### src/rtl/mem_bus_ctrl.sv
// Registered CPU bus controller: decodes RAM/BIOS/IO regions, steers byte lanes and
// runs a request/acknowledge FSM with RAM wait states and an I/O completion timeout.
module mem_bus_ctrl #(
   parameter int ADDR_W     = 19,
   parameter int DATA_W     = 16,
   parameter int BIOS_TOP   = 'h0800,
   parameter int IO_BASE    = 'hff00,
   parameter int IO_TOP     = 'hffff,
   parameter int IO_AW      = 8,
   parameter int RAM_WAIT   = 0,
   parameter int IO_TIMEOUT = 15
) (
   input  logic              i_clk,
   input  logic              i_rst_n,
   input  logic              i_CPU_req,
   input  logic [ADDR_W-1:0] i_CPU_addr,
   input  logic              i_CPU_we,
   input  logic              i_CPU_be,
   input  logic [DATA_W-1:0] i_CPU_write,
   output logic [DATA_W-1:0] o_CPU_read,
   output logic              o_CPU_ack,
   output logic              o_CPU_err,
   input  logic              i_BIOS_ena,
   input  logic [DATA_W-1:0] i_BIOS_read,
   input  logic [DATA_W-1:0] i_RAM_read,
   output logic [ADDR_W-2:0] o_RAM_addr,
   output logic [DATA_W-1:0] o_RAM_write,
   output logic [1:0]        o_RAM_be,
   output logic              o_RAM_en,
   output logic              o_RAM_we,
   output logic [IO_AW-1:0]  o_IO_addr,
   output logic [DATA_W-1:0] o_IO_write,
   output logic              o_IO_be,
   output logic              o_IO_re,
   output logic              o_IO_we,
   input  logic [DATA_W-1:0] i_IO_read,
   input  logic              i_IO_ack
);

   typedef enum logic [1:0] {IDLE = 2'd0, ACCESS = 2'd1, RESP = 2'd2} state_t;

   localparam logic [ADDR_W-1:0] BIOS_TOP_A = ADDR_W'(BIOS_TOP);
   localparam logic [ADDR_W-1:0] IO_BASE_A  = ADDR_W'(IO_BASE);
   localparam logic [ADDR_W-1:0] IO_TOP_A   = ADDR_W'(IO_TOP);

   // A byte at an odd address rides the low lane, at an even address the high lane.
   function automatic logic [1:0] lane_sel(input logic byte_acc, input logic a0);
      if (!byte_acc) return 2'b11;
      return a0 ? 2'b01 : 2'b10;
   endfunction

   function automatic logic [DATA_W-1:0] steer_wr(input logic [DATA_W-1:0] wr,
                                                  input logic [1:0] lanes);
      case (lanes)
         2'b01:   return {8'h00, wr[7:0]};
         2'b10:   return {wr[7:0], 8'h00};
         default: return wr;
      endcase
   endfunction

   function automatic logic [DATA_W-1:0] steer_rd(input logic [DATA_W-1:0] rd,
                                                  input logic [1:0] lanes);
      case (lanes)
         2'b01:   return {8'h00, rd[7:0]};
         2'b10:   return {8'h00, rd[DATA_W-1:8]};
         default: return rd;
      endcase
   endfunction

   state_t              state_q, state_d;
   logic [ADDR_W-1:0]   addr_q;
   logic                we_q, be_q, io_q, bios_q, err_q;
   logic [DATA_W-1:0]   wr_q, read_q;
   logic [1:0]          lanes_q;
   logic [7:0]          cnt_q;
   logic                in_io, in_bios, misalign, ram_last, io_last;

   assign in_io    = (i_CPU_addr >= IO_BASE_A) && (i_CPU_addr <= IO_TOP_A);
   assign in_bios  = i_BIOS_ena && (i_CPU_addr < BIOS_TOP_A) && !i_CPU_we;
   assign misalign = !i_CPU_be && i_CPU_addr[0];
   assign ram_last = (cnt_q == 8'(RAM_WAIT));
   assign io_last  = (cnt_q == 8'(IO_TIMEOUT - 1));

   always_ff @(posedge i_clk or negedge i_rst_n) begin
      if (!i_rst_n) state_q <= IDLE;
      else          state_q <= state_d;
   end

   always_comb begin
      state_d = state_q;
      case (state_q)
         IDLE:    if (i_CPU_req) state_d = misalign ? RESP : ACCESS;
         ACCESS:  if (io_q ? (i_IO_ack || io_last) : ram_last) state_d = RESP;
         RESP:    state_d = IDLE;
         default: state_d = IDLE;
      endcase
   end

   always_comb begin
      o_CPU_ack = 1'b0;
      o_CPU_err = 1'b0;
      o_RAM_en  = 1'b0;
      o_RAM_we  = 1'b0;
      o_IO_re   = 1'b0;
      o_IO_we   = 1'b0;
      case (state_q)
         ACCESS: begin
            o_RAM_en = !io_q;
            o_RAM_we = !io_q && we_q;
            o_IO_re  = io_q && !we_q;
            o_IO_we  = io_q && we_q;
         end
         RESP: begin
            o_CPU_ack = 1'b1;
            o_CPU_err = err_q;
         end
         default: begin
         end
      endcase
   end

   // Transaction latch, access cycle counter and read-data capture.
   always_ff @(posedge i_clk or negedge i_rst_n) begin
      if (!i_rst_n) begin
         addr_q  <= '0;
         we_q    <= 1'b0;
         be_q    <= 1'b0;
         wr_q    <= '0;
         io_q    <= 1'b0;
         bios_q  <= 1'b0;
         lanes_q <= 2'b00;
         err_q   <= 1'b0;
         cnt_q   <= '0;
         read_q  <= '0;
      end else begin
         case (state_q)
            IDLE: if (i_CPU_req) begin
               addr_q  <= i_CPU_addr;
               we_q    <= i_CPU_we;
               be_q    <= i_CPU_be;
               wr_q    <= i_CPU_write;
               io_q    <= in_io;
               bios_q  <= !in_io && in_bios;
               lanes_q <= misalign ? 2'b00 : lane_sel(i_CPU_be, i_CPU_addr[0]);
               err_q   <= misalign;
               cnt_q   <= '0;
               if (misalign) read_q <= '0;
            end
            ACCESS: begin
               cnt_q <= cnt_q + 8'd1;
               if (io_q) begin
                  if (i_IO_ack) begin
                     read_q <= i_IO_read;
                     err_q  <= 1'b0;
                  end else if (io_last) begin
                     read_q <= '0;
                     err_q  <= 1'b1;
                  end
               end else if (ram_last) begin
                  read_q <= steer_rd(bios_q ? i_BIOS_read : i_RAM_read, lanes_q);
               end
            end
            default: begin
            end
         endcase
      end
   end

   assign o_CPU_read  = read_q;
   assign o_RAM_addr  = addr_q[ADDR_W-1:1];
   assign o_RAM_write = steer_wr(wr_q, lanes_q);
   assign o_RAM_be    = lanes_q;
   assign o_IO_addr   = addr_q[IO_AW-1:0];
   assign o_IO_write  = wr_q;
   assign o_IO_be     = be_q;

endmodule

### config.mk
export PLATFORM = sky130hd
export DESIGN_NAME = mem_bus_ctrl
export DESIGN_NICKNAME = d
export VERILOG_FILES = /design/src/rtl/mem_bus_ctrl.sv
export SDC_FILE = /design/constraint.sdc
export NUM_CORES = 1
export LEC_CHECK = 0
export CORE_ASPECT_RATIO = 0.6
export CORE_MARGIN = 4
export CORE_UTILIZATION = 30
export CTS_BUF_LIST = sky130_fd_sc_hd__clkbuf_8
export DETAILED_ROUTE_END_ITERATION = 7
export SLEW_MARGIN = 20
export SYNTH_ARGS = -nofsm -noshare
export SYNTH_HDL_FRONTEND = slang
export SYNTH_SLANG_ARGS = --single-unit
### constraint.sdc
create_clock -name i_clk -period 4.11 [get_ports i_clk]
set_input_delay 0.411 -clock i_clk [delete_from_list [all_inputs] [get_ports i_clk]]
set_output_delay 0.411 -clock i_clk [all_outputs]
set_load 0.005 [all_outputs]
==> out/qor.yml <==
run_status:
  run_status: "finished, final reports clean"
final_layout:
  nets: 624
  final_layout_size_suffix_gt1_frac: 0.0771
  nFillCells: 1071
  fin_cells: 692
  multi_input_area_um2: 1630
  syn2layout_area_growth_pct: 57.4
  seqCellArea_um2: 1700
  n_antenna_cell: 0
worst_setup_path:
  cpPeakStageDelay_ns: 0.59
  crit_slowest_cell: "nor2b_1"
  critPathRequiredTime_ns: 3.70
  start_kind: "flop"
  reg2reg_from: "state_q[0]$_DFFE_PN0P_"
  critPathLaunch: "o_RAM_be[0]$_DFFE_PN0P_"
  crit_end: "o_RAM_write[14]"
  crit_fanout: 13
  reg2reg_depth: 4
  end_kind: "output pin"
  crit_type: "reg -> out"
  r2r-end: "o_CPU_read[2]$_DFFE_PN0P_"
  worst_ep_arrival_time_ns: 2.57
  r2r_slack_ns: 1.79
  cp_cell_sequence: "inv_1, ha_1, nor2b_1, a22o_1, clkdlybuf4s50_1"
flow_run:
  maxCapViolations: 0
power_and_ir_drop:
  power.internal_w: 0.00229
  switching_share: 0.364
  pwr-share-seq: 0.325
  total_leakage_power_nw: 2.45
  combPwrFrac: 0.534
  p_clk_frac: 0.142
  p_switching_w: 0.00131
  p_per_area_nw_per_um2: 657
  ir_worst_vdd_v: 0.000341
logic_synthesis:
  synth_most_common_cell: "nand2_1"
  synthArstFlopShare: 1.00
  synth_edf_count: 0
  synth_area_leaders: "dfrtp_1 49%, nand2_1 13%, mux2i_1 5.5%, mux2_4 3.9%, a22o_1 3.8%"
  yosys_warnings: 0
  ys_types: 37
  yosys.area.top_type_share: 0.489
  synth_cells: 368
  synthesis.area_um2: 3480
  syn_avg_cell_area_um2: 9.47
  synth-seq-area-share: 0.489
  ys.flop_type: "dfrtp_1"
  synth_fp_nets: 465
  synth_common_cells: "125 x nand2_1, 68 x dfrtp_1, 19 x mux2i_1, 15 x a22o_1"
  synth_top_area_cell: "dfrtp_1"
  synth-seq-cells: 68
drt:
  drc_errors: 0
  post_drt_wl_per_cell_um: 16.4
  viasPerCell: 4.64
  vias: 3214
  wl_um: 11400
  first_iter_violations: 135
  drt_first_pass_iters: 4
  detail-route-antenna-nets: 0
clocking:
  clock-sinks: 68
  cts-root-buf: "clkbuf_8"
  cts_tree: "yes"
  hold_buffers: 0
  cts_buffer_depth: 2
  h-tree-depth: 3
  cts_buffers: 9
  post_cts_buffers: 0
  clk_latency_ns: 0.35
  ctsResizeCount: 0
  clk_pin_slew_ns: 0.08
timing:
  final_hold_viol_count: 0
  worst_pin_slew_ns: 0.968
  fmax_mhz: 336
  hold-worst-slack_ns: 0.186
  slew-limit-headroom: 0.353
  finalCritPeriodShare: 0.725
  totalNegativeSetupSlack_ns: 0
  finClkSkew_ns: 0.0107
  rsz0062_at_grt: "no"
  fin_crit_ns: 2.98
  finalSetupViolations: 0
  final_max_slew_viol_count: 0
floorplan:
  ios: 173
  die_y_um: 91.5
  rows: 30
  die_w_um: 147
  die_area_um2: 13500
  start_util: 0.307
  core_area_um2: 11300
place:
  portBuffers: 172
  place_inst: 676
  place_hpwl_um: 8270
  place_congestion: 0.841
global_route:
  antenna_found_initial: 0
  overflow: 0
  grt_pass1_wl_um: 18000
  grt_max_degree: 69
  grtUsageTotal: 0.170
  grt_pass1_vias: 3376
worst_hold_path:
  hold_path_class: "in -> async"
==> flip-flops by register name (all words and copies together), names as in the netlist <==
register	cells
err_q	1
o_IO_be	1
o_IO_write	16
bios_q	1
o_RAM_be	2
we_q	1
addr_q	19
o_CPU_read	16
io_q	1
state_q	2
cnt_q	8
==> metrics by stage <==
step                instance area, um2   util  worst slack, ns  power [W]
global route                      5480  0.484            0.915    0.00389
finish                            5480  0.484             1.13    0.00360
global placement                  5300  0.467             1.58    0.00308
CTS                               5470  0.483             1.09    0.00365
detailed placement                5300  0.467             1.48    0.00311
floorplan                         3480      -             2.14    0.00200
==> layer usage <==
metal / track usage / up-vias / part of all wire / routed length, um
li1: - / 1553 / - / -
met1: 0.220 / 1526 / 0.46 / 5250
met2: 0.252 / 126 / 0.42 / 4770
met3: 0.0878 / 9 / 0.11 / 1260
met4: 0.0380 / 0 / 0.0090 / 102
met5: 0 / - / 0 / 0
==> area by class of cell <==
type,instances,share of cell area
clock buffer,10,0.0251
timing repair buffer,176,0.319
inverter,7,0.00479
multi-input combinational,265,0.297
tap,160,0.0365
sequential,68,0.310
clock inverter,6,0.00730
==> worst min path at each step <==
stage	start	end	cells after the start
final	i_rst_n	o_CPU_read[5]$_DFFE_PN0P_	1
after global routing	i_rst_n	o_CPU_read[5]$_DFFE_PN0P_	1
after CTS	i_rst_n	o_CPU_read[5]$_DFFE_PN0P_	1
after detailed placement	addr_q[0]$_DFFE_PN0P_	addr_q[0]$_DFFE_PN0P_	2
after global placement	addr_q[13]$_DFFE_PN0P_	addr_q[13]$_DFFE_PN0P_	2
after floorplan	i_rst_n	addr_q[0]$_DFFE_PN0P_	0
==> power by group through the flow <==
stage	Sequential (W)	Clock [W]	Combinational [W]
after floorplan	0.00115	0	0.000851
after global placement	0.00116	0	0.00192
after detailed placement	0.00117	0	0.00194
after CTS	0.00117	0.000529	0.00195
after global routing	0.00122	0.000557	0.00211
final	0.00117	0.000511	0.00192
==> logic make-up after synthesis <==
| kind of cell | after synthesis | synth area share |
|---|---|---|
| XOR/XNOR | 2 | 0.00503 |
| flip-flops | 68 | 0.489 |
| buffers and inverters | 35 | 0.0489 |
| AND/OR/NAND/NOR | 171 | 0.211 |
| AO/OA/AOI/OAI | 50 | 0.106 |
| adder cells (fa/ha/maj) | 7 | 0.0251 |
| multiplexers | 35 | 0.116 |
==> worst max-delay path: cells and delay by family (launching register included) <==
kind,cells,cell delay [ns]
compound gates,1,0.23
fa+ha+maj,1,0.47
flops,1,0.38
buf+inv,2,0.57
simple gates,1,0.59
==> placed cells by master (no fill, tap or decap), types with 2 or more instances in the layout <==
cell               n
clkdlybuf4s50_1  171
nand2_1          124
dfrtp_1           68
mux2i_1           19
a22o_1            15
nor2b_1           11
clkbuf_8          10
mux2_4             9
o22ai_1            9
nand3_1            9
inv_1              8
o2bb2ai_1          8
o21ai_0            8
nor2_1             7
mux2_2             7
ha_1               7
buf_4              5
and2_1             4
a21oi_1            4
and3_1             3
nand4_1            3
clkinvlp_4         3
nand2b_1           2
nor3_1             2
xor2_1             2
(Power assumes the default switching activity.)
